**src/rtl/fft_bank_sched_pkg.sv**
```systemverilog
// fft_bank_sched_pkg: bank and scheduler state encodings shared by the scheduler files
package fft_bank_sched_pkg;
    typedef enum logic [1:0] {FREE, FILLING, FULL, BUSY} bank_t;
    typedef enum logic [1:0] {S_IDLE, S_START, S_RUN} sched_t;
endpackage

```
**src/rtl/fft_bank_sched_if.sv**
```systemverilog
// fft_bank_sched_if: loader/FFT-controller signals of the bank scheduler
interface fft_bank_sched_if #(parameter int SIZE = 4);
    logic in_valid, in_ready, ld_we, ld_bank;
    logic fft_start, fft_bank, fft_done, err_timeout;
    logic [SIZE-1:0] ld_addr;
    logic [1:0] bank_full;
    modport master(output in_valid, fft_done,
                   input in_ready, ld_we, ld_addr, ld_bank, fft_start, fft_bank, bank_full, err_timeout);
    modport slave(input in_valid, fft_done,
                  output in_ready, ld_we, ld_addr, ld_bank, fft_start, fft_bank, bank_full, err_timeout);
endinterface

```
**src/rtl/fft_bank_loader.sv**
```systemverilog
// fft_bank_loader: per-bank state, load address and bank choice for the sample loader
module fft_bank_loader
    import fft_bank_sched_pkg::*;
#(
    parameter int N = 16,
    parameter int SIZE = 4
) (
    input  logic            clk,
    input  logic            rst_n,
    input  logic            in_valid,
    input  logic            take,
    input  logic            take_bank,
    input  logic            rel,
    input  logic            rel_bank,
    output logic            in_ready,
    output logic            ld_we,
    output logic [SIZE-1:0] ld_addr,
    output logic            ld_bank,
    output logic [1:0]      bank_full,
    output logic            full_evt
);
    bank_t st [2];
    logic last;
    always_comb begin
        ld_bank = (st[0] == FILLING) ? 1'b0 : (st[1] == FILLING) ? 1'b1 : (st[0] == FREE) ? 1'b0 : 1'b1;
        in_ready = rst_n && (st[ld_bank] == FILLING || st[ld_bank] == FREE);
        ld_we = in_valid && in_ready;
        last = ld_addr == SIZE'(N - 1);
        full_evt = ld_we && last;
        bank_full = {st[1] == FULL, st[0] == FULL};
    end
    // load, claim and release never target the same bank in one cycle
    always_ff @(posedge clk or negedge rst_n)
        if (!rst_n) begin
            ld_addr <= '0;
            st[0] <= FREE;
            st[1] <= FREE;
        end else begin
            if (ld_we) ld_addr <= last ? '0 : ld_addr + 1'b1;
            for (int b = 0; b < 2; b++)
                if (ld_we && ld_bank == 1'(b)) st[b] <= last ? FULL : FILLING;
                else if (take && take_bank == 1'(b)) st[b] <= BUSY;
                else if (rel && rel_bank == 1'(b)) st[b] <= FREE;
        end
endmodule

```
**src/rtl/fft_bank_sched.sv**
```systemverilog
// fft_bank_sched: ping-pong bank scheduler between sample loader and FFT controller
// Define FFT_BANK_SCHED_WDOG_EN to add an S_RUN watchdog of TIMEOUT_CYC cycles.
module fft_bank_sched
    import fft_bank_sched_pkg::*;
#(
    parameter int N = 16,
    parameter int SIZE = 4,
    parameter int TIMEOUT_CYC = 4096
) (
    input logic clk,
    input logic rst_n,
    fft_bank_sched_if.slave bus
);
    sched_t state, state_nx;
    logic [1:0] full;
    logic full_evt, order, fbank, sel, take, rel, timeout;
    fft_bank_loader #(.N(N), .SIZE(SIZE)) u_loader (
        .clk(clk), .rst_n(rst_n), .in_valid(bus.in_valid),
        .take(take), .take_bank(fbank), .rel(rel), .rel_bank(fbank),
        .in_ready(bus.in_ready), .ld_we(bus.ld_we), .ld_addr(bus.ld_addr),
        .ld_bank(bus.ld_bank), .bank_full(full), .full_evt(full_evt)
    );
    always_comb begin
        sel = (full == 2'b11) ? order : full[1];
        take = state == S_START;
        rel = state == S_RUN && (bus.fft_done || timeout);
        state_nx = (state == S_IDLE && |full) ? S_START : take ? S_RUN : rel ? S_IDLE : state;
    end
    // order remembers the older FULL bank when the other one fills later
    always_ff @(posedge clk or negedge rst_n)
        if (!rst_n) begin
            state <= S_IDLE;
            fbank <= 1'b0;
            order <= 1'b0;
        end else begin
            state <= state_nx;
            if (state == S_IDLE && |full) fbank <= sel;
            if (full_evt && !full[~bus.ld_bank]) order <= bus.ld_bank;
        end
    assign bus.fft_start = take;
    assign bus.fft_bank = fbank;
    assign bus.bank_full = full;
`ifdef FFT_BANK_SCHED_WDOG_EN
    localparam int WDW = $clog2(TIMEOUT_CYC + 1);
    logic [WDW-1:0] wd_cnt;
    always_ff @(posedge clk or negedge rst_n)
        if (!rst_n) wd_cnt <= '0;
        else wd_cnt <= (state == S_RUN) ? wd_cnt + 1'b1 : '0;
    assign timeout = state == S_RUN && wd_cnt == WDW'(TIMEOUT_CYC);
    assign bus.err_timeout = timeout && !bus.fft_done;
`else
    assign timeout = 1'b0;
    assign bus.err_timeout = (TIMEOUT_CYC < 0);
`endif
endmodule

```
**src/flat_wrapper.sv**
```systemverilog
// flat-port wrapper written by rule: the top's interface ports become plain ports
module fft_bank_sched_flat import fft_bank_sched_pkg::*;
#(
    parameter int N = 16,
    parameter int SIZE = 4,
    parameter int TIMEOUT_CYC = 4096
)
  (clk, rst_n, bus_in_valid, bus_fft_done, bus_in_ready, bus_ld_we, bus_ld_addr, bus_ld_bank, bus_fft_start, bus_fft_bank, bus_bank_full, bus_err_timeout);
  fft_bank_sched_if #(.SIZE(SIZE)) bus_i ();
  input logic clk;
  input logic rst_n;
  input wire logic [$bits(bus_i.in_valid)-1:0] bus_in_valid;
  input wire logic [$bits(bus_i.fft_done)-1:0] bus_fft_done;
  output wire logic [$bits(bus_i.in_ready)-1:0] bus_in_ready;
  output wire logic [$bits(bus_i.ld_we)-1:0] bus_ld_we;
  output wire logic [$bits(bus_i.ld_addr)-1:0] bus_ld_addr;
  output wire logic [$bits(bus_i.ld_bank)-1:0] bus_ld_bank;
  output wire logic [$bits(bus_i.fft_start)-1:0] bus_fft_start;
  output wire logic [$bits(bus_i.fft_bank)-1:0] bus_fft_bank;
  output wire logic [$bits(bus_i.bank_full)-1:0] bus_bank_full;
  output wire logic [$bits(bus_i.err_timeout)-1:0] bus_err_timeout;
  assign bus_i.in_valid = bus_in_valid;
  assign bus_i.fft_done = bus_fft_done;
  assign bus_in_ready = bus_i.in_ready;
  assign bus_ld_we = bus_i.ld_we;
  assign bus_ld_addr = bus_i.ld_addr;
  assign bus_ld_bank = bus_i.ld_bank;
  assign bus_fft_start = bus_i.fft_start;
  assign bus_fft_bank = bus_i.fft_bank;
  assign bus_bank_full = bus_i.bank_full;
  assign bus_err_timeout = bus_i.err_timeout;
  fft_bank_sched #(.N(N), .SIZE(SIZE), .TIMEOUT_CYC(TIMEOUT_CYC)) u_core (.clk(clk), .rst_n(rst_n), .bus(bus_i));
endmodule
```
**config.mk**
```make
export PLATFORM = sky130hd
export DESIGN_NAME = fft_bank_sched_flat
export DESIGN_NICKNAME = d
export VERILOG_FILES = /design/src/rtl/fft_bank_sched_pkg.sv /design/src/rtl/fft_bank_sched_if.sv /design/src/rtl/fft_bank_loader.sv /design/src/rtl/fft_bank_sched.sv /design/src/flat_wrapper.sv
export SDC_FILE = /design/constraint.sdc
export NUM_CORES = 1
export LEC_CHECK = 0
export BUFFER_PORTS_ARGS = -buffer_cell sky130_fd_sc_hd__buf_2
export CORE_MARGIN = 4
export CORE_UTILIZATION = 45
export CTS_CLUSTER_DIAMETER = 80
export CTS_CLUSTER_SIZE = 12
export DETAILED_ROUTE_END_ITERATION = 8
export GPL_TIMING_DRIVEN = 0
export MAX_ROUTING_LAYER = met4
export PLACE_DENSITY = 0.69
export SLEW_MARGIN = 0
export SYNTH_ARGS = -nofsm -noshare
export SYNTH_HDL_FRONTEND = slang
export SYNTH_SLANG_ARGS = --single-unit
```
**constraint.sdc**
```tcl
create_clock -name clk -period 1.6 [get_ports clk]
set_input_delay 0.32 -clock clk [delete_from_list [all_inputs] [get_ports clk]]
set_output_delay 0.32 -clock clk [all_outputs]
set_load 0.01 [all_outputs]
```
==> out/results.ini <==
[clock_tree]
clock_path_buffers=2
clkTransAtPathRegs_ns=0.08
clk_latency_ns=0.27
clock_sinks=12
cts_root_buf=clkbuf_4
htree_levels=1
cts-buffers-inserted=3
cts_tree=built

[synth]
synth.area.top_cells=dfrtp_1 (46%), mux2_2 (3.4%), a221o_1 (3.1%)
synth_area_leader_cell=dfrtp_1
synth_top_area_share_pct=45.8
syn_area_um2=656
ys_ff_latch=12
syn_inst=67
yosysSeqAreaShare_pct=45.8
ys.warnings.count=0
synth_cell_types=31
avgSynthCellArea_um2=9.79
synth_nets=72

[timing]
finClkSkew_ns=0.00231
worst_pin_slew_ns=0.566
fmax_mhz=639
hold_viol_final=0
fin_tns_setup_ns=0
drv_slew=0
rsz0062_at_grt=false
post-route-period-util_pct=97.8
slew_headroom_pct=62.1
setup_violations=0
finalCriticalPeriod_ns=1.56
whs_ns=0.334

[routing]
routedWlPerCell_um=13.6
drtIter0Drc=4
vias=571
drc=0
viasPerCell=5.65
ant_nets=0
drt-total-wl_um=1370
first_pass_iters=4

[global_route]
grt_pass1_vias=538
grt_use_total_pct=14.5
grt_max_degree=13
antenna_found_initial=0
grt_pass1_wl_um=2190
grt.overflow.total=0

[pwr]
p_sw_uw=544
power_frac_clock_pct=17.4
swShare_pct=38.5
p_leak_nw=0.393
seqPwrFrac_pct=43.4
power_mw=1.41
peakVddDrop_uv=867
internal_power_uw=867
p_per_area_mw_per_mm2=1710
comb_power_share_pct=39.2

[setup_path]
path_class=flip-flop to output pin
slowest_delay_ns=0.39
crit_family=simple AND/OR/NAND/NOR gates
cp.required_ns=1.28
path_buf_inv=1
cp_cell_sequence=nor3b_2 -> or2_2 -> buf_2
crit_fanout=3
r2r_setup_slack_ns=0.15
slowest_stage=dfrtp_1
cp-end-kind=output pin
crit_path_start_kind=flip-flop
worstPathArrival_ns=1.24

[final_layout]
stdcell_area_um2=826
area_growth_pct=26.0
drive_gt1_share_pct=36.0
nNetsFinal=92
postLayoutCoreUtil_pct=61.9
n_antenna_cell=0

[run_status]
outcome=finished, final reports clean

[floorplanning]
dieArea_mm2=0.00213
ioPinCount=16
core-area_mm2=0.00133
floorplan.initialDensity_pct=49.2
die_h_um=46.2
dieWidth_um=46.2
core.rowCount=13

[placement]
dpl.hpwl_um=958
gp_congestion=0.801
placed_area_um2=744
numPortBuffers=14

[worst_hold_path]
hold_path.class=input port to flip-flop

[job]
cap_violations=0

-- cells in the final DEF, fill, tap and decap left out, types with 2 or more instances in the layout --
cell type and instances:
buf_4 2, nand3_1 3, mux2_2 2, a221o_1 2
a21o_1 2, o21ai_0 2, inv_1 4, and2_1 2
a22o_1 2, nand2b_1 3, dfrtp_1 10, nand2_1 5
clkbuf_4 3, mux2i_1 2, a31oi_1 2, nor2_1 3
dfrtp_2 2, buf_2 14
-- metrics by stage --
step / cells / worst slack (ns)
CTS: 101 / -0.0107
floorplan: 67 / 0.177
detailed placement: 96 / -0.0340
global placement: 96 / -0.0231
finish: 101 / 0.0359
global route: 101 / 0.00166
-- sequential cells by signal, summed over array words and instances (netlist names) --
| signal | count |
|---|---|
| u_core.bus.fft_bank | 1 |
| u_core.order | 1 |
| u_core.state | 2 |
| u_core.u_loader.ld_addr | 4 |
| u_core.u_loader.st | 4 |
-- repair_timing --
action                                  CTS  global route
hold buffers                              1             0
resized for setup                         3             7
pin swaps                                 0             0
endpoints found under the hold margin    12             0
buffers inserted                          0             1
endpoints found under the setup margin    3             4
-- synth_stat cells --
cell type and number:
a221o_1 2, nand2_1 5, and2_1 2, nor4_1 1, nor2b_1 3, dfrtp_1 12, xnor2_1 1, nand2b_1 3
buf_4 1, a22oi_1 1, a21o_1 2, nand3_1 4, inv_1 4, mux2_2 2, a31oi_1 2, a21oi_1 2
conb_1 1, nor3b_1 1, o21ai_0 2, o32ai_1 1, mux2i_1 2, o211ai_1 1, a2111oi_0 1, buf_2 1
or2_2 1, or3_1 1, a22o_1 2, nor2_1 3, ha_1 1, nand4b_1 1, nand3b_1 1
-- path summary, 6_finish.rpt --
| kind | depth (start not counted) | startpoint | end |
|---|---|---|---|
| worst max-delay path | 3 | u_core.u_loader.st[0] | bus_ld_bank |
| worst max register to register | 4 | u_core.u_loader.ld_addr[0] | u_core.u_loader.ld_addr[3] |
| worst min register to register | 1 | u_core.u_loader.ld_addr[0] | u_core.u_loader.ld_addr[0] |
| min in group asynchronous | 2 | rst_n | u_core.u_loader.ld_addr[2] |
| worst min-delay path | 3 | bus_fft_done | u_core.state[1] |
| max in group asynchronous | 2 | rst_n | u_core.u_loader.st[3] |
-- layer usage --
metal  routed length, um  part of all wire (%)  vias to the layer above  global-route usage, %
met5                   0                     0                        -                      -
met4                  13                  0.95                        0                   6.82
met3                  72                   5.2                        2                   2.34
met2                 645                    47                       16                   23.6
met1                 643                    47                      274                   17.3
li1                    -                     -                      279                      -
-- power groups by stage --
stage	clock network (mW)	logic [mW]	registers [mW]
2_1_floorplan	0	0.354	0.573
3_3_place_gp	0	0.520	0.571
3_5_place_dp	0	0.533	0.573
4_1_cts	0.254	0.546	0.575
5_1_grt	0.266	0.616	0.634
6_report	0.246	0.553	0.612
-- cells by family after synthesis --
logic type,Yosys count,synth area share [%]
flops,12,45.8
mux,4,6.49
compound gates,16,17.9
simple gates,26,21.8
fa+ha+maj,1,1.91
other cells,1,0.572
xor+xnor,1,1.34
buf+inv,6,4.20
-- cell type report --
class,count,area [um2]
timing repair buffer,16,87.6
tap,15,18.8
multi-input combinational,49,358
fill,123,508
buffer,1,7.51
clock buffer,4,36.3
sequential,12,303
inverter,4,15.0
-- worst reg2reg max path, delay by kind of cell (launching register included) --
kind	cells	cell delay (ns)
flip-flops	1	0.40
adder cells (fa/ha/maj)	1	0.20
AND/OR/NAND/NOR	1	0.17
AO/OA/AOI/OAI	2	0.57
Power figures use the tool's default switching activity.
